`config.mk`:
```
export PLATFORM = sky130hd
export DESIGN_NAME = reset_sequencer
export DESIGN_NICKNAME = d
export VERILOG_FILES = /design/src/rtl/reset_seq_pkg.sv /design/src/rtl/reset_debounce.sv /design/src/rtl/reset_sequencer.sv
export SDC_FILE = /design/constraint.sdc
export NUM_CORES = 1
export LEC_CHECK = 0
export ABC_CLOCK_PERIOD_IN_PS = 2200
export CAP_MARGIN = 10
export CORE_UTILIZATION = 30
export CTS_BUF_LIST = sky130_fd_sc_hd__clkbuf_8
export CTS_CLUSTER_DIAMETER = 120
export DETAILED_ROUTE_END_ITERATION = 6
export DONT_BUFFER_PORTS = 1
export SKIP_LAST_GASP = 1
export SYNTH_ARGS = -nofsm -noshare
export SYNTH_HDL_FRONTEND = slang
export SYNTH_SLANG_ARGS = --single-unit
```
`constraint.sdc`:
```
create_clock -name clk_i -period 2.2 [get_ports clk_i]
set_clock_uncertainty 0.2 [all_clocks]
set_input_delay 0.44 -clock clk_i [delete_from_list [all_inputs] [get_ports clk_i]]
set_output_delay 0.44 -clock clk_i [all_outputs]
set_load 0.03 [all_outputs]
```
`src/rtl/reset_seq_pkg.sv`:
```
// reset_seq_pkg: sequencer state encoding and elaboration helpers
package reset_seq_pkg;
  typedef enum logic [2:0] {ASSERT, WAIT_RELEASE, HOLD, RELEASE, RUN} state_t;
  function automatic int max(input int a, input int b);
    return a > b ? a : b;
  endfunction
endpackage

```
`src/rtl/reset_debounce.sv`:
```
// reset_debounce: 2-FF synchroniser plus stability counter for one active-high request
module reset_debounce #(
  parameter int DEBOUNCE_CLKS = 16
) (
  input  logic clk_i,
  input  logic reset_i,
  input  logic raw_i,
  output logic req_o
);
  localparam int CW = $clog2(DEBOUNCE_CLKS + 1);
  logic sync1_q, sync2_q, deb_q, deb_d, diff, hit;
  logic [CW-1:0] cnt_q, cnt_d;
  always_comb begin
    diff  = sync2_q != deb_q;
    hit   = cnt_q == CW'(DEBOUNCE_CLKS - 1);
    cnt_d = diff && !hit ? cnt_q + 1'b1 : '0;
    deb_d = diff && hit ? ~deb_q : deb_q;
  end
  always_ff @(posedge clk_i or posedge reset_i) begin
    if (reset_i) begin
      sync1_q <= 1'b0;
      sync2_q <= 1'b0;
      cnt_q   <= '0;
      deb_q   <= 1'b0;
    end else begin
      sync1_q <= raw_i;
      sync2_q <= sync1_q;
      cnt_q   <= cnt_d;
      deb_q   <= deb_d;
    end
  end
  assign req_o = deb_q;
endmodule

```
`src/rtl/reset_sequencer.sv`:
```
// reset_sequencer: merges debounced reset requests and releases domain resets in order
module reset_sequencer
  import reset_seq_pkg::*;
#(
  parameter int                 NUM_SRC          = 2,
  parameter logic [NUM_SRC-1:0] SRC_ACTIVE_LOW   = '0,
  parameter int                 DEBOUNCE_CLKS    = 16,
  parameter int                 RESET_CLKS       = 7,
  parameter int                 NUM_DOMAINS      = 3,
  parameter int                 RELEASE_GAP_CLKS = 4
) (
  input  logic                   clk_i,
  input  logic                   reset_i,
  input  logic [NUM_SRC-1:0]     src_req_i,
  output logic [NUM_DOMAINS-1:0] domain_reset_o,
  output logic                   busy_o,
  output logic                   led_reset_o,
  output logic [NUM_SRC-1:0]     cause_o
);
  localparam int CW = $clog2(max(RESET_CLKS, RELEASE_GAP_CLKS) + 1);
  localparam int DW = $clog2(NUM_DOMAINS + 1);
  logic [NUM_SRC-1:0] req;
  logic req_any;
  state_t state_q, state_d;
  logic [CW-1:0] cnt_q, cnt_d;
  logic [DW-1:0] dom_q, dom_d;
  logic [NUM_DOMAINS-1:0] rst_q, rst_d;
  logic [NUM_SRC-1:0] cause_q, cause_d;
  logic busy_q;
  for (genvar i = 0; i < NUM_SRC; i++) begin : g_src
    reset_debounce #(.DEBOUNCE_CLKS(DEBOUNCE_CLKS)) u_deb (
      .clk_i  (clk_i),
      .reset_i(reset_i),
      .raw_i  (src_req_i[i] ^ SRC_ACTIVE_LOW[i]),
      .req_o  (req[i])
    );
  end
  assign req_any = |req;
  always_comb begin
    state_d = state_q;
    cnt_d   = cnt_q;
    dom_d   = dom_q;
    rst_d   = rst_q;
    cause_d = cause_q;
    case (state_q)
      ASSERT: begin
        state_d = WAIT_RELEASE;
        rst_d   = '1;
        cnt_d   = '0;
        dom_d   = '0;
      end
      WAIT_RELEASE: if (!req_any) begin
        state_d = HOLD;
        cnt_d   = CW'(RESET_CLKS - 1);
      end
      HOLD: if (cnt_q != '0) cnt_d = cnt_q - 1'b1;
      else begin
        rst_d = rst_q & ~NUM_DOMAINS'(1);
        if (NUM_DOMAINS == 1) state_d = RUN;
        else begin
          state_d = RELEASE;
          cnt_d   = CW'(RELEASE_GAP_CLKS - 1);
          dom_d   = DW'(1);
        end
      end
      RELEASE: if (cnt_q != '0) cnt_d = cnt_q - 1'b1;
      else begin
        rst_d = rst_q & ~(NUM_DOMAINS'(1) << dom_q);
        dom_d = dom_q + 1'b1;
        if (dom_q == DW'(NUM_DOMAINS - 1)) state_d = RUN;
        else cnt_d = CW'(RELEASE_GAP_CLKS - 1);
      end
      RUN: begin
        rst_d = req_any ? '1 : '0;
        if (req_any) begin
          state_d = ASSERT;
          cause_d = req;
        end
      end
      default: state_d = ASSERT;
    endcase
    // an aborted release is not a RUN exit, so cause is left alone
    if ((state_q == HOLD || state_q == RELEASE) && req_any) begin
      state_d = ASSERT;
      rst_d   = '1;
      cnt_d   = '0;
      dom_d   = '0;
    end
  end
  always_ff @(posedge clk_i or posedge reset_i) begin
    if (reset_i) begin
      state_q <= ASSERT;
      cnt_q   <= '0;
      dom_q   <= '0;
      rst_q   <= '1;
      busy_q  <= 1'b1;
      cause_q <= '0;
    end else begin
      state_q <= state_d;
      cnt_q   <= cnt_d;
      dom_q   <= dom_d;
      rst_q   <= rst_d;
      busy_q  <= |rst_d;
      cause_q <= cause_d;
    end
  end
  assign domain_reset_o = rst_q;
  assign busy_o         = busy_q;
  assign led_reset_o    = busy_q;
  assign cause_o        = cause_q;
endmodule

```
* Yosys cells after proc, flatten, opt, wreduce, memory -nomap -nowiden
Cells that the tools add are included.
** Storage, ports and cells
- Register bits :: 30
- Latch bits :: 0
- Bits in writable memories :: 0
- Bits in read-only memories :: 0
- Bits of input ports :: 4
- Output and inout port bits :: 7
- Logic and storage cells :: 80
- Memories :: 0
** Cells by class
- Add/sub/neg operators :: 4
- $mul :: 0
- Divide/modulo/power cells :: 0
- Magnitude comparators :: 0
- Equal/unequal tests :: 15
- Shift operators :: 1
- Muxes and demuxes :: 24
- Bitwise operators :: 4
- Reductions and logical operators :: 18
** Operators with widths (count)
- $mux W3 :: 14
- $pmux W3 S4 :: 2
- $pmux W3 S5 :: 1
- $add A5 B1 Y5 const B :: 2
- $eq A5 B4 Y1 const B :: 2
- $mux W5 :: 2
- $ne A3 B2 Y1 const B :: 3
- $eq A3 B2 Y1 const B :: 2
- $mux W2 :: 3
- $ne A3 B3 Y1 const B :: 2
- $pmux W2 S3 :: 1
- $reduce_and A3 Y1 :: 2
- $logic_and A1 B1 Y1 :: 5
- $reduce_and A5 Y1 :: 1
- $reduce_bool A5 Y1 :: 1
- $ne A4 B3 Y1 const B :: 1
- $reduce_bool A4 Y1 :: 1
- $and A3 B3 Y3 :: 1
- $eq A3 B1 Y1 const B :: 1
- $eq A3 B3 Y1 const B :: 1
- $logic_not A3 Y1 :: 1
- $not A3 Y3 :: 1
- $reduce_bool A3 Y1 :: 1
- $reduce_or A3 Y1 :: 1
- 11 further kinds :: 14

* Logic depth before layout (Yosys ltp)
Gate-level depths: netlist of the first run.
- Word-level depth :: 7
- Mapped depth :: 6
- Mapped depth without buffers :: 6

* Cells and area by module
From an unflattened synthesis of the first run, not the netlist that was laid out.
** Unflattened totals
- Cells, all modules :: 139
- Area, all modules :: 1482.7 µm²
** By module, submodules not included
- reset_sequencer :: instances 1, cells each 91, area an instance 834.6 µm², seq. area each 355.3 µm²
- reset_debounce :: instances 2, cells each 24, area an instance 324.1 µm², seq. area each 200.2 µm²

* Least setup slack after synthesis of the first run
OpenSTA, ideal clock, no wires.
- Kind :: register to register
- Start point :: register cnt_q[0]
- End point :: register cnt_q[2]
- Setup time :: 0.123 ns
- Data arrival time :: 1.321 ns
- Data required time :: 1.877 ns
- Slack :: 0.556 ns
- Stages on the path, launching flop included :: 7
- Buffers on the path :: 0
- Clock period less this slack :: 1.644 ns
- Path through :: dfrtp_1 inv_1 ha_1 and3b_1 a221o_1 o21ai_1 o21ai_1
** Between the ends
- Word-level cells in the longest chain between the ends :: 4
- Elaborated cells on any way between the ends :: 8
- Classes of those cells :: add/sub (1); eq/ne (1); mux (4); reduce/logical (2)
** RTL lines
- start, declared :: RTL line reset_sequencer.sv:25 : logic [CW-1:0] cnt_q, cnt_d;
- start signal, assigned :: RTL line reset_sequencer.sv:100 : cnt_q <= cnt_d;
- $sub A3 B1 Y3 / $reduce_bool A3 Y1 (equally long branches) :: RTL line reset_sequencer.sv:56, reset_sequencer.sv:66
- $mux W3 (on tied branches) :: RTL line reset_sequencer.sv:66, reset_sequencer.sv:56
- $pmux W3 S4 :: RTL line reset_sequencer.sv:45 : case (state_q)
- $mux W3 :: RTL line reset_sequencer.sv:83 : if ((state_q == HOLD || state_q == RELEASE) && req_any) begin
Several ways; a longest one is shown, not always the timed one.
A chain may end at the register's enable or synchronous reset.

* Worst setup path in the final report of the first run
- Start point :: register cnt_q[0]
- End point :: register dom_q[1]
** Between the ends
- Word-level cells in the longest chain between the ends :: 3
- Elaborated cells on any way between the ends :: 4
- Classes of those cells :: eq/ne (2); reduce/logical (2)
** RTL lines
- $reduce_bool A3 Y1 (*) :: RTL line reset_sequencer.sv:56, reset_sequencer.sv:66
- $ne A3 B2 Y1 (no source line)
- $reduce_and A3 Y1 (no source line) (*)
- end signal, assigned :: RTL line reset_sequencer.sv:101 : dom_q <= dom_d;
- end, declared :: RTL line reset_sequencer.sv:26 : logic [DW-1:0] dom_q, dom_d;
Every way passes the cells marked *; elsewhere a longest branch is shown, timed or not.

==> key figures, run 1 <==
Run status
  – Outcome: complete, but fails checks
  – Failing checks: design-rule violations

STA
  – Hold Worst Slack: ~0.15 ns
  – Max Slew Vio Count: 0
  – F_max: around 550 MHz
  – Total negative slack: 0 ns
  – Worst slew margin: between 60 and 70%
  – Endpoints failing hold: 0
  – Final Setup Violations: 0
  – Final period util: slightly above 80%
  – RSZ-0062 raised after global routing: no
  – Worst Tran Pin Value: approximately 0.5 ns
  – Tmin final: between 1.5 and 2 ns

Synthesis
  – Ys flop type: dfrtp_1
  – Syn_nets: about 150
  – Area leader, netlist: dfrtp_1
  – Top post-synthesis cells by area: dfrtp_1, ha_1, dfstp_2
  – Simple-gate share of the synthesized area: 17.6%
  – Fraction of registers with async set/reset: 100%
  – Most numerous cell in the Yosys netlist: dfrtp_1
  – Mapped Cells: approximately 140
  – Post-synthesis compound-gate area fraction: between 10% and 20%
  – Synth Area in XOR/XNOR: ~3.7%
  – Seq cells post-synth: 30
  – Post-synthesis mux area share: 2.28%
  – Synth unique cells: 39
  – Post-synth top cells: dfrtp_1, nor2_1, nand2_1
  – Syn avg cell area: around 10 um2
  – Top-area cell type share of the netlist area: ~46%
  – Post-Synthesis Cell Area: 1430 um2
  – Sequential-to-total area share from yosys stat: 53.0%
  – Synth Warn #: 0
  – Main combinational cell family by area after synthesis: simple AND/OR/NAND/NOR gates
  – Post-synth EDFFs: 0
  – Post-synthesis adder-cell area fraction: approximately 8%

Critical path
  – Worst EP arrival: ~1.8 ns
  – CP Data Required Time: 2.13 ns
  – Critical Path Start Type: flip-flop
  – Peak fanout along the critical path: 5
  – R2r setup slk: roughly 0.38 ns
  – CP endpoint kind: flip-flop
  – CP Class: flip-flop to flip-flop

Power
  – PD cells: roughly 1100 nW/um2
  – Leakage: approximately 0.79 nW
  – VDD IR max: ~0.33 mV

Cells and area
  – FF+latch area: 756 um2
  – Share of cells above drive strength 1: 11.0%
  – Fillcell total: 432
  – Multi-input gate area: approximately 590 um2
  – Nets@finish: between 150 and 200
  – N_diodes: 0
  – Final instance area: 1590 um2
  – P&R area growth vs syn: 11.8%

Placed design
  – IO buf count: 0
  – Placed wire-length estimate: approximately 1800 um
  – GPL Wtd Cong: about 0.8
  – Area after DPL: roughly 1500 um2

CTS
  – Root Buffer: clkbuf_8
  – H-tree Lvls: 2
  – Post-CTS sizing: 0
  – Clk sinks: 30
  – CTS tree: done
  – Hold_buf cts: 3
  – Clock latency on the worst-skew pair: 0.27 ns
  – Clock transition at the registers of the reported paths: ~0.060 ns
  – Clk buf depth: 2
  – Num CTS Buffers: 5
  – Setup repair bufs after CTS: 0

Job
  – Max Cap Viol: 0

GRT
  – Largest net degree at the start of global routing: 31
  – GRT overflow: 0
  – Antenna violations before repair: 0
  – Vias in the first global route: about 1000
  – GRT Total Usage: 11.0%
  – First-pass GRT wire length: around 4300 um

Floorplan
  – Standard-cell row count: 24
  – Chip Width: 70.9 um
  – Die span in y: between 70 and 80 um
  – Initial core utilization: between 30% and 40%
  – Die footprint: a little over 5000 um2
  – Core ar.: approximately 4500 um2
  – I/O pins: 11

Routing
  – DR vias/cell: 4.84
  – WL met3: between 80 and 90 um
  – Final ANT Viol Nets: 0
  – Met1 WL: between 1000 and 1500 um
  – Average wire per standard cell: around 12 um
  – 1st-pass router iterations: 7
  – Initial DRC Count: 71
  – Met2 routed WL: 1190 um
  – Highest Signal Layer: met4
  – Via count: 959
  – Final wirelength: between 2000 and 2500 um
  – # DRC: 2

Worst hold path
  – Min-delay worst type: flip-flop to flip-flop
==> cells by family (layout without fill, tap and decap cells) <==
family	after synthesis	in the layout
xor+xnor	6	6
buf+inv	17	25
flops	30	30
compound gates	22	22
mux	3	3
simple gates	51	51
fa+ha+maj	9	9
==> registers in the layout, summed over array words and instances (netlist names) <==
name / flops
busy_o: 1
g_src.u_deb.sync1_q: 2
cnt_q: 3
g_src.u_deb.sync2_q: 2
state_q: 3
domain_reset_o: 3
g_src.u_deb.cnt_q: 10
dom_q: 2
cause_o: 2
g_src.u_deb.req_o: 2
==> critical path, cell delays in order (launching register included) <==
cell and delay (ns):
dfrtp_1 0.38, inv_1 0.10, ha_1 0.21, nand2b_1 0.13
a311oi_1 0.51, o21ai_0 0.15
==> through the flow <==
step | utilization [%] | power (W) | instances | setup WS [ns]
after CTS | 35.6 | 0.00178 | 198 | 0.368
after floorplan | - | 0.00123 | 138 | 0.556
after global routing | 35.6 | 0.00188 | 198 | 0.219
after detailed placement | 32.9 | 0.00133 | 187 | 0.379
final | 35.6 | 0.00175 | 198 | 0.378
after global placement | 32.9 | 0.00129 | 187 | 0.478
==> where the power goes <==
| group | leakage (nW) | internal [W] | total, W | switching [W] |
|---|---|---|---|---|
| sequential | 0.373 | 0.000683 | 0.000851 | 0.000169 |
| clock | 0.0538 | 0.000245 | 0.000434 | 0.000189 |
| combinational | 0.360 | 0.000205 | 0.000464 | 0.000259 |
| total | 0.786 | 0.00113 | 0.00175 | 0.000616 |
==> final cells by class <==
| cell class | instances | area share [%] |
|---|---|---|
| multi-input combinational | 91 | 37.2 |
| tap | 52 | 4.08 |
| clock buffer | 6 | 5.18 |
| inverter | 12 | 2.83 |
| sequential | 30 | 47.4 |
| timing repair buffer | 5 | 2.83 |
| clock inverter | 2 | 0.471 |
==> worst paths after layout <==
check / from / end / cells past startpoint
max: cnt_q[0] / dom_q[1] / 5
min reg2reg: g_src[0].u_deb.sync1_q / g_src[0].u_deb.sync2_q / 0
max in group asynchronous: reset_i / domain_reset_o[2] / 3
min: g_src[0].u_deb.sync1_q / g_src[0].u_deb.sync2_q / 0
min in group asynchronous: reset_i / g_src[0].u_deb.sync1_q / 3
max reg2reg: cnt_q[0] / dom_q[1] / 5
==> cells in the final DEF, fill, tap and decap left out, types with 2 or more instances in the layout <==
master / synthesis / layout
ha_1: 9 / 9
dlygate4sd3_1: 0 / 3
and3_1: 2 / 2
xor2_1: 4 / 4
dfstp_2: 4 / 4
inv_1: 12 / 14
o21ai_1: 3 / 3
dfrtp_1: 26 / 26
clkbuf_8: 0 / 6
xnor2_1: 2 / 2
nand2_1: 14 / 14
o21ai_0: 6 / 6
nor2_1: 16 / 16
mux2_2: 2 / 2
a21oi_1: 3 / 3
nand2b_1: 3 / 3
buf_4: 1 / 2
nand3_1: 6 / 6
a221oi_1: 2 / 2
==> routing by layer <==
layer	GRT usage (%)	vias up
met4	4.00	0
met3	3.42	2
met2	19.0	18
met5	0	-
met1	12.8	461
li1	-	478
Note: power is estimated with default switching activity, not from simulation.
==> inputs of run 2 (changes only) <==
Settings changed: ABC_CLOCK_PERIOD_IN_PS 2200 to 1600.
Clock period 2.2 ns to 1.6 ns, I/O delays scaled along.
==> run 2 against run 1 <==
Register-to-register slack got worse by 0.48 ns. Critical path depth increased by 1. Die area unchanged. Clock-buffer cell count shrank 1. Sequential power is 36% higher. The run ends with design-rule violations, negative setup slack left.
==> key figures, run 2 (synthesized netlist as in run 1, its figures left out) <==
Routing
  – Average wire per standard cell: between 10 and 15 um
  – Final ANT Viol Nets: 0
  – Initial DRC Count: 100
  – DR vias/cell: 4.81
  – 1st-pass router iterations: 6
  – Final wirelength: around 3000 um
  – # DRC: 4
  – Via count: about 1.1k

Floorplan
  – Chip Width: slightly above 70 um
  – Die footprint: a little over 5000 um2
  – Initial core utilization: between 30% and 40%
  – I/O pins: 11
  – Die span in y: a little over 70 um
  – Core ar.: 4470 um2
  – Standard-cell row count: 24

Cells and area
  – Biggest register: g_src.u_deb.cnt_q
  – Flip-flop count of the largest register after layout: 10
  – Nets@finish: around 180
  – N_diodes: 0
  – Share of cells above drive strength 1: 37.7%
  – P&R area growth vs syn: 31.5%
  – Final instance area: around 1900 um2
  – Most frequent cells in the layout: dfrtp_1, buf_4, nand2_1, nor2_1, inv_1
  – Most frequent standard cell in the layout excluding fill and tap cells: dfrtp_1

CTS
  – CTS tree: done
  – Clock transition at the registers of the reported paths: approximately 0.070 ns
  – Root Buffer: clkbuf_8
  – Clk sinks: 30
  – H-tree Lvls: 2
  – Num CTS Buffers: 5
  – Clk buf depth: 2
  – Clock latency on the worst-skew pair: about 0.29 ns

Critical path
  – Peak fanout along the critical path: 4
  – Critical Path Start Type: flip-flop
  – CP Data Required Time: approximately 1.6 ns
  – Slowest CP cell: a221o_1
  – RR Startpoint: dom_q[0]
  – Slowest Stage Delay on Critical Path: between 0.3 and 0.4 ns
  – CP Class: flip-flop to flip-flop
  – Worst EP arrival: approximately 1.7 ns
  – Critical path startpoint: dom_q[0]
  – Reg2reg path depth: 6
  – Most frequent CP cell: o21ai_1
  – R2r setup slk: -0.10 ns
  – CP endpoint kind: flip-flop
  – Worst reg2reg endpoint: cnt_q[2]
  – Cells along the critical path: inv_2, ha_4, and3b_1, a221o_1, o21ai_1, o21ai_1

Power
  – Leakage: 0.890 nW
  – VDD IR max: 0.707 mV
  – PD cells: between 1500 and 2000 nW/um2
  – Total power after layout: approximately 0.003 W

Worst hold path
  – Worst Hold Launch: g_src[1].u_deb.sync1_q
  – Min-delay worst type: flip-flop to flip-flop
  – Worst Hold End: g_src[1].u_deb.sync2_q
  – Hold Path Depth: 0

Placed design
  – Placed wire-length estimate: 1870 um
  – Area after DPL: 1570 um2
  – GPL Wtd Cong: 0.801
  – IO buf count: 0

STA
  – Max Slew Vio Count: 0
  – F_max: approximately 590 MHz
  – Worst Tran Pin Value: about 0.48 ns
  – Total negative slack: -0.199 ns
  – Final period util: 106%
  – Worst slew margin: around 68%
  – Setup WS post-layout: -0.103 ns
  – RSZ-0062 raised after global routing: yes
  – Endpoints failing hold: 0
  – Final Setup Violations: 5
  – Tmin final: 1.70 ns

GRT
  – GRT overflow: 0
  – First-pass GRT wire length: between 4000 and 5000 um
  – Vias in the first global route: roughly 1.1k
  – Largest net degree at the start of global routing: 31
  – Antenna violations before repair: 0
  – GRT Total Usage: 12.8%

Run status
  – Failing checks: design-rule violations, negative setup slack
  – Outcome: complete, but fails checks

Job
  – Max Cap Viol: 0
==> run 2: worst max path at each step <==
stage,endpoint
6_report,cnt_q[2]
5_1_grt,cnt_q[2]
4_1_cts,cnt_q[2]
3_5_place_dp,cnt_q[2]
3_3_place_gp,cnt_q[2]
2_1_floorplan,cnt_q[2]
==> run 2: stage by stage <==
step | std cells | utilization [%] | setup slack, ns | hold slack, ns
floorplan | 138 | - | -0.0178 | 0.131
global placement | 199 | 35.0 | -0.0856 | 0.101
detailed placement | 199 | 35.0 | -0.113 | 0.110
CTS | 214 | 39.9 | -0.0750 | 0.152
global route | 219 | 41.9 | -0.156 | 0.176
finish | 219 | 41.9 | -0.103 | 0.149
==> run 2: power by group <==
| group | total [W] | switching, W | internal, W |
|---|---|---|---|
| sequential | 0.00116 | 0.000223 | 0.000940 |
| clock | 0.000765 | 0.000302 | 0.000463 |
| combinational | 0.00108 | 0.000526 | 0.000555 |
| total | 0.00301 | 0.00105 | 0.00196 |
==> run 2: per-layer routing <==
metal | routed length, um | GRT usage [%] | up-vias
met4 | 4 | 3.78 | 0
met1 | 1200 | 14.6 | 509
met3 | 136 | 5.84 | 2
li1 | - | - | 522
met2 | 1610 | 21.4 | 21
met5 | 0 | 0 | -
==> run 2: cell type report <==
| class | instances | area (um2) |
|---|---|---|
| fillers | 421 | 2600 |
| flip-flops and latches | 30 | 758 |
| multi-input cells | 91 | 689 |
| repair buffers | 26 | 203 |
| clock buffers | 5 | 68.8 |
| well taps | 52 | 65.1 |
| clock inverters | 3 | 45.0 |
| inverters | 12 | 45.0 |
==> run 2: critical path, delay by kind of cell, from the launching register on <==
family,cells,cell delay (ns)
AO/OA/AOI/OAI,3,0.59
adder cells (fa/ha/maj),1,0.16
AND/OR/NAND/NOR,1,0.21
buffers and inverters,1,0.06
flip-flops,1,0.37
==> run 2: repair_timing <==
item	4_1_cts	5_1_grt
cloned	0	0
buffers inserted	4	5
gates resized for setup	11	18
pin swaps	7	2
endpoints found under the hold margin	28	0
hold buffers	3	0
endpoints found under the setup margin	14	23
==> inputs of run 3 (changes only) <==
Settings changed: CORE_MARGIN set to 2.
==> run 3 against run 2 <==
Flip-flop and latch count stayed put. Global-route usage shrank 1.8 points. Combinational power about the same. Wire length is 8.1% lower. Maximum frequency hardly changed. Non-clock buffer count is 4 higher. Clock power is 2.9% lower. Via count is 1.3% higher. The flow finishes with violations (negative setup slack). Worst setup slack gained 0.0014 ns. Hold slack got worse by 0.0020 ns. Cell count grew 2.7%. Largest power group unchanged. Power increased by 0.39%.
==> key figures, run 3 (synthesized netlist as in run 1, its figures left out) <==
Cells and area
  – Biggest register: g_src.u_deb.cnt_q
  – P&R area growth vs syn: 33.9%
  – Most frequent cells in the layout: buf_4, dfrtp_1, nor2_1, nand2_1, inv_1
  – Most frequent standard cell in the layout excluding fill and tap cells: buf_4
  – Share of cells above drive strength 1: 38.0%
  – Nets@finish: 183
  – Non-filler instance count after layout: around 230
  – Fillcell total: approximately 440
  – Flip-flop count of the largest register after layout: 10
  – N_diodes: 0

Routing
  – Initial DRC Count: 36
  – Via count: 1068
  – # DRC: 0
  – Final ANT Viol Nets: 0
  – Average wire per standard cell: between 10 and 15 um
  – 1st-pass router iterations: 4
  – Final wirelength: around 2700 um
  – DR vias/cell: roughly 4.7

Critical path
  – Most frequent CP cell: o21ai_1
  – Peak fanout along the critical path: 4
  – CP endpoint kind: flip-flop
  – R2r setup slk: -0.10 ns
  – Worst EP arrival: 1.67 ns
  – Slowest CP cell: dfrtp_1
  – Cells along the critical path: ha_4, and3b_1, a221o_1, o21ai_1, o21ai_1
  – Slowest Stage Delay on Critical Path: a little over 0.4 ns
  – CP Data Required Time: ~1.6 ns
  – CP Class: flip-flop to flip-flop
  – Critical Path Start Type: flip-flop

Floorplan
  – Initial core utilization: a little under a third
  – Standard-cell row count: 25
  – Die footprint: about 5300 um2
  – Chip Width: about 73 um
  – Core ar.: roughly 4700 um2
  – I/O pins: 11
  – Die span in y: ~73 um

Run status
  – Failing checks: negative setup slack
  – Outcome: complete, but fails checks

CTS
  – Num CTS Buffers: 5
  – Clock latency on the worst-skew pair: approximately 0.28 ns
  – Clock transition at the registers of the reported paths: 0.07 ns
  – Clk sinks: 30
  – Root Buffer: clkbuf_8
  – Clk buf depth: 2
  – CTS tree: done
  – H-tree Lvls: 2

GRT
  – Largest net degree at the start of global routing: 31
  – Vias in the first global route: ~1.1k
  – Antenna violations before repair: 0
  – GRT overflow: 0
  – GRT Total Usage: between 10% and 20%
  – First-pass GRT wire length: about 4500 um

Placed design
  – Dpl ws: -0.130 ns
  – DP Cell Count: around 200
  – GPL Wtd Cong: around 0.83
  – IO buf count: 0
  – Placed wire-length estimate: 1790 um

STA
  – Worst Tran Pin Value: between 0.3 and 0.4 ns
  – Setup WS post-layout: -0.102 ns
  – Max Slew Vio Count: 0
  – Final Setup Violations: 5
  – Endpoints failing hold: 0
  – RSZ-0062 raised after global routing: yes
  – Final period util: 106%
  – Tmin final: around 1.7 ns
  – F_max: ~590 MHz
  – Worst slew margin: about three quarters

Worst hold path
  – Min-delay worst type: flip-flop to flip-flop

Job
  – Max Cap Viol: 0

Power
  – VDD IR max: approximately 0.69 mV
  – PD cells: 1580 nW/um2
  – Leakage: 0.922 nW
## run 3: cell count changes in the layout (fill, tap and decap cells not counted), moves of 2 or more
| cell | before | now |
|---|---|---|
| buf_4 | 23 | 27 |
| clkinv_2 | 0 | 2 |
| nor2_1 | 11 | 15 |
| nor2_2 | 5 | 1 |
| clkinvlp_4 | 2 | 0 |
## run 3: worst paths after layout
path	from	cells past startpoint	to
max in group asynchronous	reset_i	3	busy_o
min reg2reg	g_src[0].u_deb.sync1_q	0	g_src[0].u_deb.sync2_q
min in group asynchronous	reset_i	3	cnt_q[0]
max reg2reg	dom_q[1]	5	cnt_q[2]
max	dom_q[1]	5	cnt_q[2]
min	g_src[0].u_deb.sync1_q	0	g_src[0].u_deb.sync2_q
## run 3: metrics by stage
step | area, um2 | hold slack [ns] | setup TNS [ns] | total power [W] | utilization, %
floorplan | 1430 | 0.131 | -0.0178 | 0.00170 | -
global placement | 1610 | 0.102 | -0.140 | 0.00198 | 34.5
detailed placement | 1610 | 0.122 | -0.532 | 0.00202 | 34.5
CTS | 1790 | 0.151 | -0.226 | 0.00282 | 38.3
global route | 1910 | 0.160 | -0.819 | 0.00323 | 40.9
finish | 1910 | 0.147 | -0.189 | 0.00302 | 40.9
## run 3: power by group
part	leakage (nW)	switching, W	total [W]	internal, W
sequential	0.372	0.000226	0.00117	0.000941
clock	0.0579	0.000286	0.000743	0.000457
combinational	0.492	0.000514	0.00111	0.000596
## run 3: final cells by class
class / instances / area, um2 / share of cell area (%)
Inverter: 12 / 45.0 / 2.36
Timing Repair Buffer: 30 / 233 / 12.2
Clock inverter: 3 / 40.0 / 2.10
Sequential cell: 30 / 757 / 39.7
Clock buffer: 5 / 68.8 / 3.61
Tap cell: 54 / 67.6 / 3.54
Multi-Input combinational cell: 91 / 697 / 36.5
## run 3: critical path, delay by kind of cell (launching register included)
family / cells / cell delay, ns
compound gates: 3 / 0.61
fa+ha+maj: 1 / 0.18
flops: 1 / 0.41
simple gates: 1 / 0.19
## run 3: routing by layer
layer	share of wire, %	routed length (um)	GRT usage (%)
met1	44	1180	12.4
met2	52	1390	19.0
met3	3.5	94	4.56
met4	1.1	31	3.09
met5	0	0	0
## run 3: timing repair
action                     4_1_cts  5_1_grt
setup endpoints to repair       15       20
resized for setup                7       20
buffers inserted                 2        6
hold endpoints to repair        28        0
hold buffers                     3        0
pin swaps                        8       11
